--- src/rtl/regfile_pkg.sv ---
// rtl/regfile_pkg.sv - shared register-file constants and physical index helper
package regfile_pkg;

    localparam int NUM_PHYS_REGS = 4;
    localparam int PHYS_ADDR_W   = 2;
    localparam int DATA_W        = 8;
    localparam int ADDR_W        = 3;

    // Architectural addresses alias onto the physical registers through the low bits.
    function automatic logic [PHYS_ADDR_W-1:0] phys_idx(input logic [ADDR_W-1:0] addr);
        return addr[PHYS_ADDR_W-1:0];
    endfunction

endpackage

--- src/rtl/regfile_write_arbiter_if.sv ---
// rtl/regfile_write_arbiter_if.sv - requester, register-file write and reservation signals
interface regfile_write_arbiter_if #(
    parameter int N_REQ  = 3,
    parameter int DATA_W = 8,
    parameter int ADDR_W = 3
);

    logic [N_REQ-1:0]        req_valid;
    logic [N_REQ*ADDR_W-1:0] req_addr;
    logic [N_REQ*DATA_W-1:0] req_data;
    logic [N_REQ-1:0]        req_ready;

    logic                    rf_write_en;
    logic [ADDR_W-1:0]       rf_write_addr;
    logic [DATA_W-1:0]       rf_write_data;

    logic                    reserve_en;
    logic [ADDR_W-1:0]       reserve_addr;
    logic                    reserve_ok;
    logic [regfile_pkg::NUM_PHYS_REGS-1:0] busy;

    modport master (
        output req_valid, req_addr, req_data, reserve_en, reserve_addr,
        input  req_ready, rf_write_en, rf_write_addr, rf_write_data, reserve_ok, busy
    );

    modport slave (
        input  req_valid, req_addr, req_data, reserve_en, reserve_addr,
        output req_ready, rf_write_en, rf_write_addr, rf_write_data, reserve_ok, busy
    );

endinterface

--- src/rtl/rr_arbiter.sv ---
// rtl/rr_arbiter.sv - round-robin request picker starting at a priority pointer
module rr_arbiter #(
    parameter  int N     = 3,
    localparam int IDX_W = (N > 1) ? $clog2(N) : 1
) (
    input  logic [N-1:0]     req_i,
    input  logic [IDX_W-1:0] ptr_i,
    output logic [N-1:0]     grant_o,
    output logic [IDX_W-1:0] idx_o
);

    int j;

    // Walk from the farthest candidate to the nearest so the last hit is the winner.
    always_comb begin
        grant_o = '0;
        idx_o   = '0;
        j       = 0;
        for (int k = N - 1; k >= 0; k--) begin
            j = (int'(ptr_i) + k) % N;
            if (req_i[j]) begin
                grant_o    = '0;
                grant_o[j] = 1'b1;
                idx_o      = IDX_W'(j);
            end
        end
    end

endmodule

--- src/rtl/regfile_write_arbiter.sv ---
// rtl/regfile_write_arbiter.sv - round-robin register-file write port sharing with busy scoreboard
module regfile_write_arbiter #(
    parameter int N_REQ  = 3,
    parameter int DATA_W = regfile_pkg::DATA_W,
    parameter int ADDR_W = regfile_pkg::ADDR_W
) (
    input  logic             clk,
    input  logic             rst,
    regfile_write_arbiter_if.slave bus
);

    import regfile_pkg::*;

    localparam int IDX_W = (N_REQ > 1) ? $clog2(N_REQ) : 1;

    logic [IDX_W-1:0]         ptr_q, ptr_d;
    logic [IDX_W-1:0]         win_idx;
    logic [N_REQ-1:0]         grant;
    logic                     transfer;

    logic                     rf_en_q, rf_en_d;
    logic [ADDR_W-1:0]        rf_addr_q, rf_addr_d;
    logic [DATA_W-1:0]        rf_data_q, rf_data_d;

    logic [NUM_PHYS_REGS-1:0] busy_q, busy_d;
    logic [PHYS_ADDR_W-1:0]   res_p, clr_p;
    logic                     clr_hit;
    logic                     reserve_ok;

    rr_arbiter #(.N(N_REQ)) u_rr_arbiter (
        .req_i   (bus.req_valid),
        .ptr_i   (ptr_q),
        .grant_o (grant),
        .idx_o   (win_idx)
    );

    assign bus.req_ready = rst ? '0 : grant;
    assign transfer      = ~rst & (|grant);

    always_comb begin
        ptr_d = ptr_q;
        if (transfer) begin
            ptr_d = (win_idx == IDX_W'(N_REQ - 1)) ? '0 : win_idx + IDX_W'(1);
        end
    end

    always_comb begin
        rf_en_d   = transfer;
        rf_addr_d = rf_addr_q;
        rf_data_d = rf_data_q;
        if (transfer) begin
            rf_addr_d = bus.req_addr[win_idx*ADDR_W +: ADDR_W];
            rf_data_d = bus.req_data[win_idx*DATA_W +: DATA_W];
        end
    end

    // A write landing this cycle frees its register in time for a same-cycle reservation.
    assign res_p      = phys_idx(bus.reserve_addr);
    assign clr_p      = phys_idx(rf_addr_q);
    assign clr_hit    = rf_en_q & (clr_p == res_p);
    assign reserve_ok = bus.reserve_en & (~busy_q[res_p] | clr_hit);

    always_comb begin
        busy_d = busy_q;
        if (rf_en_q) begin
            busy_d[clr_p] = 1'b0;
        end
        if (reserve_ok) begin
            busy_d[res_p] = 1'b1;
        end
    end

    always_ff @(posedge clk) begin
        if (rst) begin
            ptr_q     <= '0;
            rf_en_q   <= 1'b0;
            rf_addr_q <= '0;
            rf_data_q <= '0;
            busy_q    <= '0;
        end else begin
            ptr_q     <= ptr_d;
            rf_en_q   <= rf_en_d;
            rf_addr_q <= rf_addr_d;
            rf_data_q <= rf_data_d;
            busy_q    <= busy_d;
        end
    end

    assign bus.rf_write_en   = rf_en_q;
    assign bus.rf_write_addr = rf_addr_q;
    assign bus.rf_write_data = rf_data_q;
    assign bus.reserve_ok    = reserve_ok;
    assign bus.busy          = busy_q;

endmodule

--- src/flat_wrapper.sv ---
// flat-port wrapper written by rule: the top's interface ports become plain ports
module regfile_write_arbiter_flat import regfile_pkg::*;
#(
    parameter int N_REQ  = 3,
    parameter int DATA_W = regfile_pkg::DATA_W,
    parameter int ADDR_W = regfile_pkg::ADDR_W
)
  (clk, rst, bus_req_valid, bus_req_addr, bus_req_data, bus_reserve_en, bus_reserve_addr, bus_req_ready, bus_rf_write_en, bus_rf_write_addr, bus_rf_write_data, bus_reserve_ok, bus_busy);
  regfile_write_arbiter_if #(.N_REQ(N_REQ), .DATA_W(DATA_W), .ADDR_W(ADDR_W)) bus_i ();
  input  logic clk;
  input  logic rst;
  input wire logic [$bits(bus_i.req_valid)-1:0] bus_req_valid;
  input wire logic [$bits(bus_i.req_addr)-1:0] bus_req_addr;
  input wire logic [$bits(bus_i.req_data)-1:0] bus_req_data;
  input wire logic [$bits(bus_i.reserve_en)-1:0] bus_reserve_en;
  input wire logic [$bits(bus_i.reserve_addr)-1:0] bus_reserve_addr;
  output wire logic [$bits(bus_i.req_ready)-1:0] bus_req_ready;
  output wire logic [$bits(bus_i.rf_write_en)-1:0] bus_rf_write_en;
  output wire logic [$bits(bus_i.rf_write_addr)-1:0] bus_rf_write_addr;
  output wire logic [$bits(bus_i.rf_write_data)-1:0] bus_rf_write_data;
  output wire logic [$bits(bus_i.reserve_ok)-1:0] bus_reserve_ok;
  output wire logic [$bits(bus_i.busy)-1:0] bus_busy;
  assign bus_i.req_valid = bus_req_valid;
  assign bus_i.req_addr = bus_req_addr;
  assign bus_i.req_data = bus_req_data;
  assign bus_i.reserve_en = bus_reserve_en;
  assign bus_i.reserve_addr = bus_reserve_addr;
  assign bus_req_ready = bus_i.req_ready;
  assign bus_rf_write_en = bus_i.rf_write_en;
  assign bus_rf_write_addr = bus_i.rf_write_addr;
  assign bus_rf_write_data = bus_i.rf_write_data;
  assign bus_reserve_ok = bus_i.reserve_ok;
  assign bus_busy = bus_i.busy;
  regfile_write_arbiter #(.N_REQ(N_REQ), .DATA_W(DATA_W), .ADDR_W(ADDR_W)) u_core (.clk(clk), .rst(rst), .bus(bus_i));
endmodule
--- config.mk ---
export PLATFORM = sky130hd
export DESIGN_NAME = regfile_write_arbiter_flat
export DESIGN_NICKNAME = d
export VERILOG_FILES = /design/src/rtl/regfile_pkg.sv /design/src/rtl/regfile_write_arbiter_if.sv /design/src/rtl/rr_arbiter.sv /design/src/rtl/regfile_write_arbiter.sv /design/src/flat_wrapper.sv
export SDC_FILE = /design/constraint.sdc
export NUM_CORES = 1
export LEC_CHECK = 0
export CORE_MARGIN = 2
export CORE_UTILIZATION = 37
export DETAILED_ROUTE_END_ITERATION = 8
export GPL_ROUTABILITY_DRIVEN = 1
export GPL_TIMING_DRIVEN = 0
export PLACE_DENSITY_LB_ADDON = 0.1
export SETUP_SLACK_MARGIN = 0.5
export SLEW_MARGIN = 10
export SYNTH_ARGS = -nofsm -noshare
export SYNTH_HDL_FRONTEND = slang
export SYNTH_SLANG_ARGS = --single-unit
--- constraint.sdc ---
create_clock -name clk -period 2.3 [get_ports clk]
set_input_delay 0.575 -clock clk [delete_from_list [all_inputs] [get_ports clk]]
set_output_delay 0.575 -clock clk [all_outputs]
set_load 0.005 [all_outputs]
==> key figures, run 1 <==
Logic synthesis
  – Yosys reg bits: 18
  – Post-Synthesis Cells: around 170
  – Syn. warnings: 0
  – Cell variety after synth: 45
  – Number of synthesized flops with an enable pin: 0
  – Asr flop ratio synth: 0%
  – Avg Synthesized Cell Area: 8.17 sq um
  – Synth Flop Type: dfxtp_1
  – Syn nets: 211
  – Sequential area share after synthesis: roughly a quarter
  – Synth Cell Area: 0.00135 sq mm

Setup path
  – Worst setup path start: bus_req_valid[2]
  – Slowest cell on crit path: clkdlybuf4s15_1
  – Top delay family on crit path: buffers and inverters
  – CP startpoint kind: primary input
  – Crit Path Max Fanout: 7
  – Critical path depth: 7
  – Reg-to-reg endpoint: u_core.ptr_q[0]
  – Arrival @ worst endpoint: 2.04 ns
  – Flop2flop setup slack: -0.23 ns
  – FF-to-FF Start: u_core.ptr_q[0]
  – Worst r2r path cells: 13
  – Setup CP Type: in2out
  – Worst path cell trace: clkdlybuf4s15_1 > inv_1 > a2111oi_4 > a31oi_4 > nor2_2 > clkbuf_8 > buf_6
  – Crit end category: output port
  – Worst setup path endpoint: bus_req_ready[2]
  – Critical Path RT: 1.73 ns
  – Crit path largest cell delay: 0.42 ns
  – WP buf/inv: 4

Power and ir drop
  – Seq pwr share: 17.0%
  – Clock power frac: 6.5%
  – Overall power: 3.08 mW
  – P_leak: 1.06 nW
  – P_int: 1.85 mW
  – Net load switching power: 1.23 mW
  – Logic pwr share: 76.5%
  – Max VDD drop: 0.830 mV
  – PwrDens: 1190 mW/mm^2
  – Switching portion of total power: around 40%

GRT
  – First-pass GRT wire length: about 7500 um
  – Largest net degree at the start of global routing: 11
  – Tot GR Track Use: between 20% and 30%
  – Vias in the first global route: 1602
  – Grt total ovfl: 0
  – Initial antenna violation count: 0

Route
  – Total Wirelength: 4860 um
  – Antenna Nets Post-Route: 0
  – DR WL/cell: approximately 16 um
  – Vias per std cell: 5.22
  – Vias: 1612
  – DRC Markers: 0
  – First-pass DRT Iterations: 4
  – Initial drt markers: 46

Worst hold path
  – Worst Hold Class: reg2reg
  – Hold Path Cell Cnt: 2

Layout
  – Area grow syn2layout: 92.3%
  – Fraction of layout cells with a size suffix above 1: a little under two fifths
  – Diodes inserted: 0
  – Nets: 310
  – Most frequent cells in the layout: 47 x clkdlybuf4s50_1, 27 x buf_4, 22 x o21ai_1
  – Final instance area: 0.00259 sq mm
  – Util after Layout: between 70% and 80%
  – Most common cell after layout, fill and taps aside: clkdlybuf4s50_1

Run status
  – Failing checks: negative setup slack
  – Status: complete, but fails checks

Floorplan
  – Starting Density: approximately two fifths
  – DIE AREA: 0.00414 sq mm
  – Row count: 21
  – CORE AREA: 0.00342 sq mm
  – Chip width: 64.4 um
  – Die Ht: 64.4 um
  – I/O pin cnt: 62

Clock network
  – CTS root buffer: clkbuf_4
  – CTS tree: yes
  – Inserted Clock Buffers: 3
  – # clock sinks: 18
  – CTS max path bufs: 2
  – Cts hold-fix bufs: 0
  – CTS H-tree lvls: 1
  – Clk Latency, worst-skew pair: 0.29 ns
  – Clock transition at path regs: between 0.1 and 0.15 ns

Timing
  – Tmin final: 2.61 ns
  – Endpoints failing setup: 16
  – Slew margin rel.: 72.6%
  – Worst slew pin tran: 0.411 ns
  – RSZ-0062 raised after global routing: true
  – Final hold slack: a little over 0.5 ns
  – Final period util: 114%
  – Post-route clock skew: 0.00602 ns
  – Slew Limit Fails: 0
  – Setup TNS: -2.49 ns
  – Hold Fails Final Rpt: 0
  – Final worst slack: -0.311 ns
  – Max frequency: 383 MHz

Placed design
  – DP Area: 0.00207 sq mm
  – Gpl congestion: 0.851
  – Port Buffers: 58
  – Final HPWL DP: 2990 um

Run
  – # Max-Cap Violations: 0
## synth_stat cells (3+ instances only)
cell	n	share of area (%)
ha_1	4	3.7
nor2_1	5	1.4
nand2_1	20	5.6
inv_1	5	1.4
dfxtp_1	18	27
nand3b_1	3	1.7
o21ai_0	3	1.1
and2_1	11	5.1
nand2b_1	4	1.9
buf_2	3	1.1
a2111oi_0	4	2.6
o21ai_1	23	8.5
mux2i_1	13	9.6
a21oi_1	8	3.0
## worst min path at each step
stage	startpoint	to	slack, ns
after floorplan	u_core.ptr_q[1]	u_core.ptr_q[1]	0.47
after CTS	u_core.bus.busy[1]	u_core.bus.busy[1]	0.52
after global routing	u_core.bus.busy[1]	u_core.bus.busy[1]	0.54
after global placement	u_core.bus.busy[1]	u_core.bus.busy[1]	0.48
final	u_core.bus.busy[1]	u_core.bus.busy[1]	0.51
after detailed placement	u_core.ptr_q[1]	u_core.ptr_q[1]	0.50
## logic make-up after synthesis
logic type / count (synthesis) / share of synthesized area [%]
muxes: 15 / 11.6
buffers and inverters: 17 / 6.77
and+or+nand+nor: 56 / 22.5
xor gates and xnor gates: 2 / 1.30
AOI/OAI and AO/OA: 53 / 27.4
DFF: 18 / 26.7
adders and majority gates: 4 / 3.71
## power groups by stage
| stage | sequential [mW] | combinational, mW | clock (mW) |
|---|---|---|---|
| floorplan | 0.511 | 1.09 | 0 |
| global placement | 0.512 | 1.55 | 0 |
| detailed placement | 0.515 | 1.59 | 0 |
| CTS | 0.510 | 2.16 | 0.207 |
| global route | 0.539 | 2.50 | 0.225 |
| finish | 0.522 | 2.36 | 0.201 |
## layer usage
| layer | track usage (%) | wire (um) | share of wire [%] |
|---|---|---|---|
| met1 | 27.2 | 2060 | 42 |
| met2 | 42.1 | 2450 | 51 |
| met3 | 4.40 | 245 | 5.0 |
| met4 | 7.71 | 99 | 2.0 |
| met5 | 0 | 0 | 0 |
## worst register-to-register path: cells and delay by family (launching register included)
| kind | cells | cell delay (ns) |
|---|---|---|
| AND/OR/NAND/NOR | 5 | 0.80 |
| adder cells (fa/ha/maj) | 1 | 0.29 |
| flip-flops | 1 | 0.36 |
| AO/OA/AOI/OAI | 1 | 0.36 |
| buffers and inverters | 6 | 0.63 |
## timing repair
action | CTS | global route
resized for setup | 62 | 22
endpoints found under the setup margin | 21 | 26
pin swaps | 19 | 11
gates cloned | 1 | 1
buffers inserted | 28 | 6
## flip-flops by register name (all words and copies together) (netlist names)
name / count
u_core.bus.busy: 4
u_core.bus.rf_write_en: 1
u_core.bus.rf_write_addr: 3
u_core.bus.rf_write_data: 8
u_core.ptr_q: 2
## final cells by class
class                   count  area, sq um
plain buffers              10          130
clock buffers               4         36.3
fillers                   225          822
inverters                   7         33.8
multi-input cells         130         1090
flip-flops and latches     18          382
well taps                  46         57.6
repair buffers             94          867
## stage by stage
| stage | std cells | setup slack [ns] |
|---|---|---|
| after detailed placement | 269 | -1.04 |
| after CTS | 302 | -0.241 |
| final | 309 | -0.311 |
| after floorplan | 165 | 0.186 |
| after global routing | 309 | -0.416 |
| after global placement | 269 | -0.995 |
Power figures use the tool's default switching activity.
==> run 2: changes to the inputs <==
--- a/config.mk
+++ b/config.mk
@@ -15,4 +15,5 @@
 export SLEW_MARGIN = 10
 export SYNTH_ARGS = -nofsm -noshare
 export SYNTH_HDL_FRONTEND = slang
+export SYNTH_HIERARCHICAL = 1
 export SYNTH_SLANG_ARGS = --single-unit
==> key figures, run 2 <==
Logic synthesis
  – Synth Area in XOR/XNOR: 1.33%
  – Sequential area share after synthesis: 27.3%
  – Yosys reg bits: 18
  – Asr flop ratio synth: 0%
  – Synth Cell Area: 0.00132 sq mm
  – Area contributors post-synth: dfxtp_1 27%, mux2i_1 11%, o21ai_0 6.1%
  – Synth Area in Compound Gates: 22.5%
  – Post-synthesis mux area share: 13.4%
  – Syn. warnings: 6
  – Number of synthesized flops with an enable pin: 0
  – Post-Synthesis Cells: about 170
  – Avg Synthesized Cell Area: 7.86 sq um
  – Synth Flop Type: dfxtp_1
  – Synth area leader: dfxtp_1
  – Cell variety after synth: 39
  – Top-area cell type share of the netlist area: 27.3%
  – Main combinational cell family by area after synthesis: simple AND/OR/NAND/NOR gates
  – Syn nets: approximately 210
  – Simple-Gate Fraction of Synth Area: 24.8%
  – Commonest cells in the netlist: 18 x dfxtp_1, 18 x nand2_1, 16 x o21ai_0
  – Synth Area in Adders: under 10%

Timing
  – Slew Limit Fails: 0
  – Final hold slack: 0.513 ns
  – Endpoints failing setup: 17
  – Post-route clock skew: 0.00216 ns
  – Final period util: 115%
  – Worst slew pin tran: about 0.5 ns
  – Slew margin rel.: 66.4%
  – Final worst slack: -0.349 ns
  – RSZ-0062 raised after global routing: true
  – Max frequency: between 300 and 400 MHz
  – Tmin final: 2.65 ns
  – Hold Fails Final Rpt: 0

Run
  – # Max-Cap Violations: 0

Layout
  – Area grow syn2layout: 97.6%
  – Fill cells: 241
  – Max reg flops: 8
  – Most common cell after layout, fill and taps aside: clkdlybuf4s50_1
  – Most frequent cells in the layout: 46 x clkdlybuf4s50_1, 25 x buf_4, 18 x nand2_1
  – Diodes inserted: 0
  – Post-Layout Cell Count: 306
  – Final instance area: 0.00261 sq mm
  – Fraction of layout cells with a size suffix above 1: 43.8%
  – Nets: 307

Clock network
  – Clock transition at path regs: 0.11 ns
  – # clock sinks: 18
  – Inserted Clock Buffers: 3
  – CTS tree: yes
  – CTS H-tree lvls: 1
  – Clk Latency, worst-skew pair: 0.30 ns
  – CTS root buffer: clkbuf_4
  – Cts hold-fix bufs: 0
  – CTS max path bufs: 2

Power and ir drop
  – Max VDD drop: about 0.5 mV
  – PwrDens: 1110 mW/mm^2
  – P_leak: ~1.1 nW

Floorplan
  – Starting Density: a little under 40%
  – Row count: 21
  – I/O pin cnt: 62
  – Chip width: between 60 and 70 um
  – Die Ht: 63.8 um
  – DIE AREA: 0.00406 sq mm
  – CORE AREA: between 0.003 and 0.004 sq mm

Route
  – Vias per std cell: 5.51
  – Total Wirelength: between 5000 and 6000 um
  – Vias: 1687
  – DR WL/cell: 17.0 um
  – First-pass DRT Iterations: 4
  – Antenna Nets Post-Route: 0
  – DRC Markers: 0
  – Initial drt markers: 74

Setup path
  – Setup CP Type: reg2out
  – Crit Path Max Fanout: 4
  – Crit end category: output port
  – Arrival @ worst endpoint: 2.07 ns
  – CP startpoint kind: flip-flop
  – Critical Path RT: 1.73 ns

Worst hold path
  – Worst Hold Class: reg2reg

Placed design
  – Gpl congestion: 0.815
  – DP Area: a little over 0.002 sq mm
  – Port Buffers: between 50 and 60
  – Final HPWL DP: 2900 um
  – DP Cell Count: 273
  – Pre-CTS setup slack: -0.800 ns

GRT
  – Initial antenna violation count: 0
  – Grt total ovfl: 0
  – Largest net degree at the start of global routing: 11
  – Tot GR Track Use: 22.7%
  – First-pass GRT wire length: around 7300 um
  – Vias in the first global route: 1657

Run status
  – Failing checks: negative setup slack
  – Status: complete, but fails checks
==> run 2: cell types whose count changed in the layout (fill, tap and decap cells not counted), moves of 3 or more <==
cell      before  now
inv_1          2    5
dfxtp_1        9    3
nand3_1        2    6
or2_2          0    8
dfxtp_2        5   10
a31oi_1        0   10
buf_6         12    5
o21ai_1       22    2
o21ai_2        2   12
and2_1        11    0
o211ai_1       1    6
inv_2          4    0
==> run 2: layout make-up <==
class | instances | area (sq um) | share of cell area, %
timing repair buffer | 88 | 833 | 31.9
buffer | 10 | 118 | 4.50
clock buffer | 4 | 36.3 | 1.39
tap | 46 | 57.6 | 2.20
inverter | 7 | 31.3 | 1.20
sequential | 18 | 392 | 15.0
multi-input combinational | 133 | 1140 | 43.8
==> run 2: power by group <==
| group | internal (mW) | total, mW | leakage, nW | switching, mW |
|---|---|---|---|---|
| clock | 0.0966 | 0.207 | 0.0210 | 0.110 |
| combinational | 1.20 | 2.12 | 0.878 | 0.919 |
| sequential | 0.461 | 0.589 | 0.155 | 0.128 |
| total | 1.75 | 2.91 | 1.05 | 1.16 |
==> run 2: final timing paths <==
check             cells after the start                   startpoint  slack, ns                     endpoint
setup / recovery                      8              u_core/ptr_q[1]      -0.35             bus_req_ready[2]
hold / removal                        2  u_core/bus.rf_write_data[4]       0.51  u_core/bus.rf_write_data[4]
setup reg to reg                     14              u_core/ptr_q[1]      -0.32  u_core/bus.rf_write_data[4]
hold reg to reg                       2  u_core/bus.rf_write_data[4]       0.51  u_core/bus.rf_write_data[4]
==> run 2: routing by layer <==
| metal | up-vias | global-route usage [%] | share of wire, % |
|---|---|---|---|
| met5 | - | 0 | 0 |
| met3 | 16 | 7.39 | 7.1 |
| met2 | 69 | 42.0 | 54 |
| met4 | 0 | 7.07 | 2.6 |
| li1 | 792 | - | - |
| met1 | 810 | 24.3 | 36 |
==> run 2: repair_timing <==
item                       4_1_cts  5_1_grt
buffers inserted                19        7
cloned                           2        1
setup endpoints to repair       21       33
pin swaps                       14       14
resized for setup               73       46
==> run 2: metrics by stage <==
step / setup TNS [ns] / total power, mW / util, %
after global placement: -8.22 / 1.78 / 59.8
after floorplan: 0 / 1.32 / -
after detailed placement: -9.21 / 1.81 / 59.8
after CTS: -2.01 / 2.54 / 71.6
after global routing: -5.23 / 3.07 / 77.0
final: -4.20 / 2.91 / 77.0
==> run 2: cells by family after synthesis <==
family,count (synthesis)
compound gates,49
buf+inv,17
flops,18
xor+xnor,2
mux,17
simple gates,61
fa+ha+maj,4
==> run 2: worst max-delay path, stage by stage (launching register included) <==
cell and delay, ns:
dfxtp_4 0.38, buf_6 0.12, ha_4 0.17, mux2i_4 0.20, o21ai_4 0.20, buf_6 0.13, mux2_4 0.31, nor2b_4 0.12
buf_2 0.13
==> edit, RTL diff (flow settings as in run 1) <==
`DATA_W` is set to 8 in 2 places; all go to 7.
--- a/src/rtl/regfile_pkg.sv
+++ b/src/rtl/regfile_pkg.sv
@@ -4,5 +4,5 @@
     localparam int NUM_PHYS_REGS = 4;
     localparam int PHYS_ADDR_W   = 2;
-    localparam int DATA_W        = 8;
+    localparam int DATA_W        = 7;
     localparam int ADDR_W        = 3;
 
--- a/src/rtl/regfile_write_arbiter_if.sv
+++ b/src/rtl/regfile_write_arbiter_if.sv
@@ -2,5 +2,5 @@
 interface regfile_write_arbiter_if #(
     parameter int N_REQ  = 3,
-    parameter int DATA_W = 8,
+    parameter int DATA_W = 7,
     parameter int ADDR_W = 3
 );
Ports: changed (resized bus_req_data and bus_rf_write_data); port bits go from 62 to 58. The function was not compared with the original's and may differ.
==> edit against run 1 <==
The run still ends with setup timing left. Combinational power fell by 9.3%. Highest routed layer unchanged. Sequential power fell by 1%. Synthesized area fell by 1.1%. Routed wire length fell by 3.0%. Setup slack got worse by 0.17 ns. Design area fell by 2.6%. Power fell by 8.7%. Sequential cell count fell by 1. Core utilization fell by 1.4 points. Register-to-register slack got worse by 0.12 ns. Via count fell by 2.1%.
==> edit: results (changes against run 1) <==
* Post-DR vias/cell at 5.404 (+3.6%)
* Initial antenna violation count at 0 (unchanged)
* Max reg flops at 7 (-1)
* First-pass GRT wire length at 7541 um (about the same)
* CTS Buf Count at 3 (unchanged)
* Synth warnings at 0 (unchanged)
* Setup TNS at -5.171 ns (-2.682 ns)
* Post-DP HPWL at 3039 um (+1.8%)
* Slowest stage delay, CP at 0.35 ns (-0.07 ns)
* Mapped Nets at 198 (-6.2%)
* Yosys cell types at 43 (-4.4%)
* P_leak at 0.9840 nW (-6.9%)
* Total GRT Usage at 23.34% (+0.13 points)
* Setup violators final at 16 (unchanged)
* DRC at 0 (unchanged)
* Clock skew at 0.003336 ns (-0.002684 ns)
* TritonRoute pass-1 iters at 4 (unchanged)
* Critical Path AT at 2.21 ns (+0.17 ns)
* Worst skew pair latency at ~0.28 ns
* Iteration-0 DRC Markers at 120 (+160%)
* Vias in the first global route at 1563 (-2.4%)
* HP Class: flip-flop to flip-flop
* Worst vdd rail ir drop at 573.5 uV (-31%)
* Clock Tree Buf Depth at 2 (unchanged)
* Synth cell count leaders: dfxtp_1, nor2_1, nor3_1
* Layout cells sized above 1 at 44.72% (+7.5 points)
* Main flop type after synthesis: dfxtp_1
* Placer congestion estimate at 0.8742 (+2.7%)
* DR WL/cell at 16.13 um (+2.6%)
* Nets at 290 (-6.5%)
* Final setup margin at -0.4806 ns (-0.1700 ns)
* Layout filler cell count at 225 (unchanged)
* Most area-consuming cells after synthesis: dfxtp_1, mux2_1, nor4_2, nor4_1, nor3_1
* Worst hold-check slack at 0.5224 ns (+0.01423 ns)
* Root buffer cell: clkbuf_4
* Status: finished with violations
* Worst path slowest cell: dfxtp_2
* Register-to-register path setup slack at -0.35 ns (-0.12 ns)
* Number of antenna diodes at 0 (unchanged)
* Register area share after synthesis at 25.52% (-1.2 points)
* Failing checks: setup timing
* Slew Limit Headroom at 60.88% (-12 points)
* IO Port Bufs at 55 (-5.2%)
* Asr flop ratio synth at 0% (unchanged)
* Critical-path maximum fanout at 4 (-3)
* Htree depth at 1 (unchanged)
## edit: timing repair
item	4_1_cts	5_1_grt
endpoints found under the setup margin	24	20
cloned	2	0
resized for setup	75	17
hold buffers	0	0
pin swaps	22	11
setup buffers	24	6
## edit: layer usage
metal / global-route usage (%) / routed length [um]
met1: 29.07 / 1940
met2: 43.10 / 2508
met3: 2.289 / 221
met4: 4.891 / 41
met5: 0 / 0
## edit: tightest hold or removal path: stages (launching register included)
cell,delay (ns)
dfxtp_1,0.34
o21ai_0,0.08
a21oi_1,0.07
## edit: final cells by class
class,instances,area (um2),area share [%]
clock buffer,4,26.28,1.040
tap,46,57.56,2.277
sequential,17,356.6,14.11
multi-input combinational,119,1104,43.66
inverter,6,22.52,0.8911
buffer,13,130.1,5.149
timing repair buffer,87,830.8,32.87
## edit: per-stage QoR
step | instance area, um2 | util (%) | instances | worst slack [ns] | total power (W)
detailed placement | 2052 | 60.54 | 256 | -1.059 | 0.001919
global placement | 2052 | 60.54 | 256 | -1.028 | 0.001888
global route | 2527 | 74.57 | 292 | -0.5675 | 0.002984
floorplan | 1444 | - | 155 | -0.01125 | 0.001437
finish | 2527 | 74.57 | 292 | -0.4806 | 0.002814
CTS | 2411 | 71.13 | 286 | -0.4383 | 0.002576
## edit: cell families (layout without fill, tap and decap cells)
| group | count (synthesis) | after routing | share of synthesized area, % |
|---|---|---|---|
| mux | 17 | 17 | 15.20 |
| simple gates | 69 | 69 | 32.74 |
| compound gates | 27 | 27 | 14.82 |
| buf+inv | 19 | 110 | 6.660 |
| xor+xnor | 2 | 2 | 1.314 |
| fa+ha+maj | 4 | 4 | 3.752 |
| flops | 17 | 17 | 25.52 |
## edit: where the power goes
part	switching, W	total, W	internal (W)
clock network	0.0000939	0.000161	0.0000673
registers	0.0000911	0.000515	0.000424
logic	0.000911	0.00214	0.00123
total	0.00110	0.00281	0.00172
## edit: path summary, 6_finish.rpt
path / from / end / cells past startpoint
setup / recovery: u_core.ptr_q[0] / bus_req_ready[1] / 11
hold / removal: u_core.bus.busy[0] / u_core.bus.busy[0] / 2
setup reg to reg: u_core.ptr_q[0] / u_core.bus.rf_write_addr[0] / 11
hold reg to reg: u_core.bus.busy[0] / u_core.bus.busy[0] / 2
